==> src/rtl/io_spi_pkg.sv <==
// Shared types and helpers for the parametrised I/O CPLD SPI master.
package io_spi_pkg;

    typedef enum logic [1:0] {
        IDLE  = 2'd0,
        SETUP = 2'd1,
        SHIFT = 2'd2,
        HOLD  = 2'd3
    } spi_state_e;

    // SPI modes encoded as {cpol, cpha}
    localparam logic [1:0] SPI_MODE0 = 2'b00;
    localparam logic [1:0] SPI_MODE1 = 2'b01;
    localparam logic [1:0] SPI_MODE2 = 2'b10;
    localparam logic [1:0] SPI_MODE3 = 2'b11;

    function automatic int unsigned clamp_nbits(input int unsigned n, input int unsigned max_bits);
        return (n > max_bits) ? max_bits : n;
    endfunction

endpackage

==> src/rtl/io_spi_clkdiv.sv <==
// Half-period tick generator: fires once every div+1 clk cycles, reloadable on demand.
module io_spi_clkdiv #(
    parameter int unsigned DIV_W = 8
) (
    input  logic             clk,
    input  logic             rstb,
    input  logic             restart,
    input  logic [DIV_W-1:0] div,
    output logic             tick
);

    logic [DIV_W-1:0] cnt_q, cnt_d;

    assign tick = (cnt_q == '0);

    always_comb begin
        cnt_d = (restart || (cnt_q == '0)) ? div : cnt_q - 1'b1;
    end

    always_ff @(posedge clk or negedge rstb) begin
        if (!rstb) begin
            cnt_q <= '0;
        end else begin
            cnt_q <= cnt_d;
        end
    end

endmodule

==> src/rtl/io_spi_master.sv <==
// Multi-device SPI master with CPOL/CPHA modes, programmable word length and SCK divider.
module io_spi_master
    import io_spi_pkg::*;
#(
    parameter int unsigned NUM_DEV  = 3,
    parameter int unsigned MAX_BITS = 16,
    parameter int unsigned DIV_W    = 8,
    parameter int unsigned LEN_W    = $clog2(MAX_BITS + 1)
) (
    input  logic                clk,
    input  logic                rstb,
    input  logic                start,
    input  logic [NUM_DEV-1:0]  dev_sel,
    input  logic [LEN_W-1:0]    nbits,
    input  logic                cpol,
    input  logic                cpha,
    input  logic [DIV_W-1:0]    div,
    input  logic [MAX_BITS-1:0] tx_data,
    output logic [MAX_BITS-1:0] rx_data,
    output logic                busy,
    output logic                done,
    output logic                irq,
    input  logic                irq_clr,
    output logic [NUM_DEV-1:0]  sck,
    output logic [NUM_DEV-1:0]  csb,
    output logic                sdo,
    input  logic                sdi
);

    spi_state_e            state_q, state_d;
    logic                  cpol_q, cpol_d;
    logic                  cpha_q, cpha_d;
    logic [DIV_W-1:0]      div_q, div_d;
    logic [LEN_W-1:0]      nbits_q, nbits_d;
    logic [NUM_DEV-1:0]    dev_q, dev_d;
    logic [MAX_BITS-1:0]   tx_sh_q, tx_sh_d;
    logic [MAX_BITS-1:0]   rx_sh_q, rx_sh_d;
    logic [MAX_BITS-1:0]   rx_data_q, rx_data_d;
    logic [LEN_W:0]        edge_q, edge_d;
    logic                  lvl_q, lvl_d;
    logic [NUM_DEV-1:0]    sck_q, sck_d;
    logic [NUM_DEV-1:0]    csb_q, csb_d;
    logic                  sdo_q, sdo_d;
    logic                  busy_q, busy_d;
    logic                  done_q, done_d;
    logic                  irq_q, irq_d;

    logic                  tick;
    logic                  restart;
    logic [DIV_W-1:0]      div_sel;
    logic [LEN_W-1:0]      nb_clamped;
    logic [LEN_W-1:0]      shamt;
    logic [MAX_BITS-1:0]   tx_al;
    logic [LEN_W:0]        last_edge;
    logic                  leading;

    // Left-align the word so the shifter always emits from the MSB
    assign nb_clamped = LEN_W'(clamp_nbits(32'(nbits), MAX_BITS));
    assign shamt      = LEN_W'(MAX_BITS) - nb_clamped;
    assign tx_al      = tx_data << shamt;
    assign last_edge  = {nbits_q, 1'b0} - 1'b1;
    assign leading    = ~edge_q[0];

    assign restart = (state_d != state_q);
    assign div_sel = (state_q == IDLE) ? div : div_q;

    io_spi_clkdiv #(
        .DIV_W(DIV_W)
    ) u_clkdiv (
        .clk     (clk),
        .rstb    (rstb),
        .restart (restart),
        .div     (div_sel),
        .tick    (tick)
    );

    always_comb begin
        state_d   = state_q;
        cpol_d    = cpol_q;
        cpha_d    = cpha_q;
        div_d     = div_q;
        nbits_d   = nbits_q;
        dev_d     = dev_q;
        tx_sh_d   = tx_sh_q;
        rx_sh_d   = rx_sh_q;
        rx_data_d = rx_data_q;
        edge_d    = edge_q;
        lvl_d     = lvl_q;
        csb_d     = csb_q;
        sdo_d     = sdo_q;
        busy_d    = busy_q;
        done_d    = 1'b0;
        irq_d     = irq_q & ~irq_clr;

        case (state_q)
            IDLE: begin
                if (start && (nbits != '0)) begin
                    cpol_d  = cpol;
                    cpha_d  = cpha;
                    div_d   = div;
                    nbits_d = nb_clamped;
                    dev_d   = dev_sel;
                    rx_sh_d = '0;
                    edge_d  = '0;
                    lvl_d   = cpol;
                    csb_d   = ~dev_sel;
                    busy_d  = 1'b1;
                    state_d = SETUP;
                    // CPHA=0 must present the first bit before the first SCK edge
                    if (!cpha) begin
                        sdo_d   = tx_al[MAX_BITS-1];
                        tx_sh_d = tx_al << 1;
                    end else begin
                        tx_sh_d = tx_al;
                    end
                end
            end
            SETUP: begin
                if (tick) begin
                    state_d = SHIFT;
                end
            end
            SHIFT: begin
                if (tick) begin
                    lvl_d  = ~lvl_q;
                    edge_d = edge_q + 1'b1;
                    if (leading ^ cpha_q) begin
                        rx_sh_d = {rx_sh_q[MAX_BITS-2:0], sdi};
                    end else begin
                        sdo_d   = tx_sh_q[MAX_BITS-1];
                        tx_sh_d = tx_sh_q << 1;
                    end
                    if (edge_q == last_edge) begin
                        state_d = HOLD;
                    end
                end
            end
            HOLD: begin
                lvl_d = cpol_q;
                if (tick) begin
                    state_d   = IDLE;
                    csb_d     = '1;
                    rx_data_d = rx_sh_q;
                    done_d    = 1'b1;
                    busy_d    = 1'b0;
                    irq_d     = 1'b1;
                end
            end
            default: state_d = IDLE;
        endcase

        for (int unsigned i = 0; i < NUM_DEV; i++) begin
            sck_d[i] = dev_d[i] ? lvl_d : cpol_d;
        end
    end

    always_ff @(posedge clk or negedge rstb) begin
        if (!rstb) begin
            state_q   <= IDLE;
            cpol_q    <= 1'b0;
            cpha_q    <= 1'b0;
            div_q     <= '0;
            nbits_q   <= '0;
            dev_q     <= '0;
            tx_sh_q   <= '0;
            rx_sh_q   <= '0;
            rx_data_q <= '0;
            edge_q    <= '0;
            lvl_q     <= 1'b0;
            sck_q     <= '0;
            csb_q     <= '1;
            sdo_q     <= 1'b0;
            busy_q    <= 1'b0;
            done_q    <= 1'b0;
            irq_q     <= 1'b0;
        end else begin
            state_q   <= state_d;
            cpol_q    <= cpol_d;
            cpha_q    <= cpha_d;
            div_q     <= div_d;
            nbits_q   <= nbits_d;
            dev_q     <= dev_d;
            tx_sh_q   <= tx_sh_d;
            rx_sh_q   <= rx_sh_d;
            rx_data_q <= rx_data_d;
            edge_q    <= edge_d;
            lvl_q     <= lvl_d;
            sck_q     <= sck_d;
            csb_q     <= csb_d;
            sdo_q     <= sdo_d;
            busy_q    <= busy_d;
            done_q    <= done_d;
            irq_q     <= irq_d;
        end
    end

    assign rx_data = rx_data_q;
    assign busy    = busy_q;
    assign done    = done_q;
    assign irq     = irq_q;
    assign sck     = sck_q;
    assign csb     = csb_q;
    assign sdo     = sdo_q;

endmodule

==> config.mk <==
export PLATFORM = sky130hd
export DESIGN_NAME = io_spi_master
export DESIGN_NICKNAME = d
export VERILOG_FILES = /design/src/rtl/io_spi_pkg.sv /design/src/rtl/io_spi_clkdiv.sv /design/src/rtl/io_spi_master.sv
export SDC_FILE = /design/constraint.sdc
export NUM_CORES = 1
export LEC_CHECK = 0
export ABC_CLOCK_PERIOD_IN_PS = 2700
export BUFFER_PORTS_ARGS = -buffer_cell sky130_fd_sc_hd__buf_2
export CORE_AREA = 3 3 106 108
export CTS_CLUSTER_SIZE = 16
export DETAILED_ROUTE_END_ITERATION = 8
export DIE_AREA = 0 0 109 111
export MAX_ROUTING_LAYER = met4
export PLACE_DENSITY = 0.69
export SYNTH_ARGS = -nofsm -noshare
export SYNTH_HDL_FRONTEND = slang
export SYNTH_SLANG_ARGS = --single-unit
==> constraint.sdc <==
create_clock -name clk -period 2.7 [get_ports clk]
set_input_delay 0.675 -clock clk [delete_from_list [all_inputs] [get_ports clk]]
set_output_delay 0.675 -clock clk [all_outputs]
set_load 0.01 [all_outputs]
# Word level (Yosys, flattened, before mapping)
# Cells that the tools add are included.
[word_totals]
regBits = 93
input_bits = 39
elab_cells = 101
out_inout_bits = 26
[op_classes]
reduce_logical = 14
n_addsub = 4
eq_ne = 11
n_lt_le_gt_ge = 1
mux = 46
shifts = 1
n_bitwise = 6
[ops]
columns = ["op", "n"]
rows = [
  ["$mux 16", 7],
  ["$pmux 16 s2", 2],
  ["$mux 1", 17],
  ["$mux 8", 2],
  ["$shl 16x5->16", 1],
  ["$mux 3", 4],
  ["$mux 6", 2],
  ["$pmux 6 s2", 1],
  ["$mux 2", 5],
  ["$ne 2x2->1 const B", 5],
  ["$logic_not 8->1", 1],
  ["$pmux 2 s4", 1],
  ["$reduce_and 4->1", 2],
  ["$sub 8x1->8 const B", 1],
  ["$add 6x1->6 const B", 1],
  ["$eq 6x6->1", 1],
  ["$pmux 3 s2", 1],
  ["$reduce_and 3->1", 2],
  ["$sub 6x1->6 const B", 1],
  ["$gt 5x5->1 const B", 1],
  ["$mux 5", 1],
  ["$reduce_and 5->1", 1],
  ["$reduce_bool 5->1", 1],
  ["$sub 5x5->5 const A", 1],
  ["15 further kinds", 21],
]

# Longest topological paths before layout
[logic_depth]
ltp_word = 8
ltp_mapped = 12
ltp_nobuf = 9

# Hierarchy
# A second synthesis with hierarchy kept.
[unflattened]
cells_unflattened = 533
area_unflattened_um2 = 5303.8
[modules_own_cells]
columns = ["module", "cells_each", "seq_area_each_um2", "area_per_inst_um2", "instances"]
rows = [
  ["io_spi_master", 489, 2130.8, 4798.4, 1],
  ["io_spi_clkdiv", 44, 200.2, 505.5, 1],
]

# Least setup slack after synthesis
# Ideal clock, no wire load.
[synth_path]
path_kind = "input to register"
start = "in nbits[0]"
end = "reg tx_sh_q[12]"
setup_time_ns = 0.138
n_path_buf = 3
cell_stages = 12
path_slack_ns = -0.320
required_ns = 2.562
arrival_time_ns = 2.882
path_cell_list = "nor2b_1 > buf_2 > inv_2 > buf_2 > ha_1 > buf_2 > mux2_2 > a22oi_1 > o311a_1 > nor3_1 > a221oi_1 > o211ai_1"
[synth_between]
elab_chain_len = 7
elab_cells_between_ends = 11
classes_between = "add/sub: 1; order compare: 1; eq/ne: 1; shift: 1; mux: 4; reduce/logical: 3"
[synth_lines]
columns = ["element", "line", "text"]
rows = [
  ["from (decl)", "io_spi_master.sv:14", "input logic [LEN_W-1:0] nbits,"],
  ["$gt 5x5->1", "io_spi_pkg.sv:18", "return (n > max_bits) ? max_bits : n;"],
  ["$mux 5", "io_spi_pkg.sv:18", ""],
  ["$sub 5x5->5", "io_spi_master.sv:59", "assign shamt = LEN_W'(MAX_BITS) - nb_clamped;"],
  ["$shl 16x5->16", "io_spi_master.sv:60", "assign tx_al = tx_data << shamt;"],
  ["$mux 16", "io_spi_master.sv:110", "if (!cpha) begin"],
  ["$mux 16", "io_spi_master.sv:97", "if (start && (nbits != '0)) begin"],
  ["$pmux 16 s2", "io_spi_master.sv:95", "case (state_q)"],
  ["to (signal assigned)", "io_spi_master.sv:183", "tx_sh_q <= tx_sh_d;"],
  ["to (decl)", "io_spi_master.sv:36", "logic [MAX_BITS-1:0] tx_sh_q, tx_sh_d;"],
]
# Parallel ways exist; a longest one is shown, timed or not. The select of a mux whose other input is x is not followed.
# A chain may end at the register's enable or synchronous reset.

# Final worst setup path
[layout_path]
start = "in nbits[0]"
end = "reg tx_sh_q[15]"
# The elaborated chain is that of the path after synthesis.

==> impl_metrics.env <==
export IMPL_status="finished, final reports clean"
export IMPL_fmax_ghz=0.374
export IMPL_vdd_drop_max_v=0.000520
export IMPL_num_antenna_cells=0
export IMPL_grt_pass1_wl_um=21600
export IMPL_min_period_ps=2680
export IMPL_globalRouteTotalUtil_pct=22.7
export IMPL_fp_dieH_um=111
export IMPL_ys_types=67
export IMPL_wl_met2_um=6200
export IMPL_ioPinCount=65
export IMPL_clock_skew_ps=9.18
export IMPL_drcViolationCount=0
export IMPL_grt_max_degree=48
export IMPL_ys_seq_area_share_pct=45.1
export IMPL_fill_cells=909
export IMPL_globalRouteOverflowTotal=0
export IMPL_end_kind="flip-flop"
export IMPL_cts_sinks=93
export IMPL_ys_seq_elements=93
export IMPL_r2r_cells=4
export IMPL_cap_violations=0
export IMPL_ant_nets=0
export IMPL_viasPerCell=5.72
export IMPL_cts_root_buf="clkbuf_8"
export IMPL_vias=4345
export IMPL_ctsHoldBuffers=0
export IMPL_wl_met1_um=5660
export IMPL_critPathKind="primary input to flip-flop"
export IMPL_path_max_fanout=20
export IMPL_synth_edf_count=0
export IMPL_wl_met3_um=510
export IMPL_drt_total_wl_um=12500
export IMPL_hold_viol=0
export IMPL_clk_pin_slew_worst_paths_ps=90
export IMPL_syn_avg_cell_area_um2=9.77
export IMPL_drtIter0Drc=272
export IMPL_worst_pin_slew_ps=1120
export IMPL_cts_resized=0
export IMPL_ctsHtreeMaxLevel=3
export IMPL_hold_path_class="primary input to async pin"
export IMPL_place_congestion=0.931
export IMPL_slew_headroom_pct=25.4
export IMPL_power_mw=4.59
export IMPL_rsz0062_at_grt="false"
export IMPL_timing_rr_end="rx_sh_q[5]$_DFFE_PN0P_"
export IMPL_antenna_found_initial=0
export IMPL_yosysWarnings=0
export IMPL_mostFrequentLayoutCell="dfrtp_1"
export IMPL_synthCells=529
export IMPL_r2r_start="u_clkdiv.cnt_q[2]$_DFF_PN0_"
export IMPL_cts_tree="yes"
export IMPL_num_rows=37
export IMPL_r2r_slack_ps=270
export IMPL_critPathLaunchType="primary input"
export IMPL_setup_violations_final=0
export IMPL_core_area_um2=10300
export IMPL_mostFrequentLayoutCells="90 x dfrtp_1, 73 x nand2_1, 63 x buf_2"
export IMPL_finalNonFillerCells=759
export IMPL_async_flop_share_pct=100
export IMPL_synth_nets=573
export IMPL_cts_inserted_buffers=9
export IMPL_slew_viol_final=0
export IMPL_clockBufferDepth=2
export IMPL_dp_cells=743
export IMPL_syn2layout_area_growth_pct=19.2
export IMPL_grt_pass1_vias=4424
export IMPL_worstPathArrival_ps=2910
export IMPL_die_area_um2=12100
export IMPL_drive_gt1_share_pct=27.4
export IMPL_highest_layer="met4"
export IMPL_detail_route_wl_per_cell_um=16.5
export IMPL_clk_latency_ps=360
export IMPL_post_cts_buffers=0
export IMPL_synth_cell_area_um2=5170
export IMPL_required_ps=2930
export IMPL_p_per_area_nw_per_um2=745
export IMPL_ys_flop_type="dfrtp_1"
export IMPL_dp_hpwl_um=9200
export IMPL_fin_nets=662
export IMPL_power_leakage_nw=2.94
export IMPL_first_pass_iters=4
export IMPL_die_x_um=109
export IMPL_fin_crit_sh_pct=99.1
export IMPL_numPortBuffers=64
export IMPL_start_util_pct=50.1
==> layer usage <==
layer,up-vias,track usage [%]
li1,2097,-
met1,2144,30.1
met2,88,35.7
met3,16,4.37
met4,0,5.64
met5,-,-
==> cells by family (layout without fill, tap and decap cells) <==
family / count (synthesis) / after routing / synth area share (%)
flops: 93 / 93 / 45.1
xor+xnor: 19 / 19 / 3.36
buf+inv: 44 / 138 / 3.73
compound gates: 119 / 119 / 16.5
fa+ha+maj: 5 / 5 / 1.21
simple gates: 191 / 191 / 17.6
mux: 58 / 58 / 12.5
==> worst max-delay path, stage by stage <==
cell and delay, ps:
buf_2 90, nor2b_1 260, inv_4 70, ha_4 200, xor2_4 290, buf_12 200, mux2i_1 190, o31ai_1 110
a2111oi_1 510, buf_4 220, o311ai_1 100
==> state kept, by name (all words and copies together) (netlist names) <==
signal	cells
sdo	1
rx_sh_q	16
edge_q	6
tx_sh_q	16
state_q	2
done	1
csb	3
div_q	8
cpol_q	1
busy	1
lvl_q	1
irq	1
sck	3
nbits_q	5
rx_data	16
dev_q	3
cpha_q	1
u_clkdiv.cnt_q	8
==> cells in the mapped netlist, drive strengths merged, types with 3 or more instances <==
library cell | instances | area, µm²
dfrtp | 90 | 2250
nand2 | 73 | 274
nor2 | 47 | 184
mux2i | 32 | 320
a21oi | 30 | 150
mux2 | 23 | 259
o21ai | 22 | 118
buf | 19 | 98.8
a22o | 17 | 149
clkbuf | 13 | 48.8
and3 | 12 | 75.1
inv | 12 | 45.0
xor2 | 12 | 113
nand3 | 11 | 60.1
nor3 | 11 | 55.1
nand2b | 9 | 56.3
a221oi | 8 | 70.1
xnor2 | 7 | 61.3
nand4 | 6 | 37.5
ha | 5 | 62.6
o211ai | 5 | 51.3
o22ai | 5 | 31.3
a211oi | 4 | 35.0
nor3b | 4 | 35.0
nor4 | 4 | 31.3
o31ai | 4 | 30.0
or3 | 4 | 25.0
dfstp | 3 | 78.8
mux4 | 3 | 67.6
o311ai | 3 | 26.3
==> per-stage QoR <==
step                hold WS (ps)  setup WS (ps)  util, %  TNS [ps]  area [µm²]
floorplan                    379          -6.98        -     -6.98        5230
global placement             453           -272     57.4      -723        5930
detailed placement           465           -305     57.4     -1210        5930
CTS                          111           68.4     59.7         0        6160
global route                99.5           17.3     59.7         0        6160
finish                       131           23.5     59.7         0        6160
==> where the power goes <==
group / leakage, nW / internal (mW) / switching, mW / total (mW)
Clock: 0.111 / 0.555 / 0.502 / 1.06
Sequential: 1.19 / 1.78 / 0.253 / 2.04
Combinational: 1.64 / 0.688 / 0.811 / 1.50
Total: 2.94 / 3.03 / 1.57 / 4.59
==> cell type report <==
type	instances	area [µm²]	area share, %
Inverter	12	47.5	0.772
Clock buffer	10	138	2.23
Clock inverter	6	95.1	1.54
Sequential cell	93	2330	37.8
Timing Repair Buffer	110	706	11.5
Multi-Input combinational cell	392	2680	43.4
Tap cell	136	170	2.76
==> how the worst max path moves through the flow <==
stage	slack, ps	end	from
floorplan	-7	tx_sh_q[12]$_DFFE_PN0P_	nbits[4]
global placement	-270	tx_sh_q[15]$_DFFE_PN0P_	nbits[4]
detailed placement	-310	tx_sh_q[15]$_DFFE_PN0P_	nbits[0]
CTS	70	tx_sh_q[15]$_DFFE_PN0P_	nbits[0]
global route	20	tx_sh_q[15]$_DFFE_PN0P_	nbits[0]
finish	20	tx_sh_q[15]$_DFFE_PN0P_	nbits[0]
Note: power is estimated with default switching activity, not from simulation.
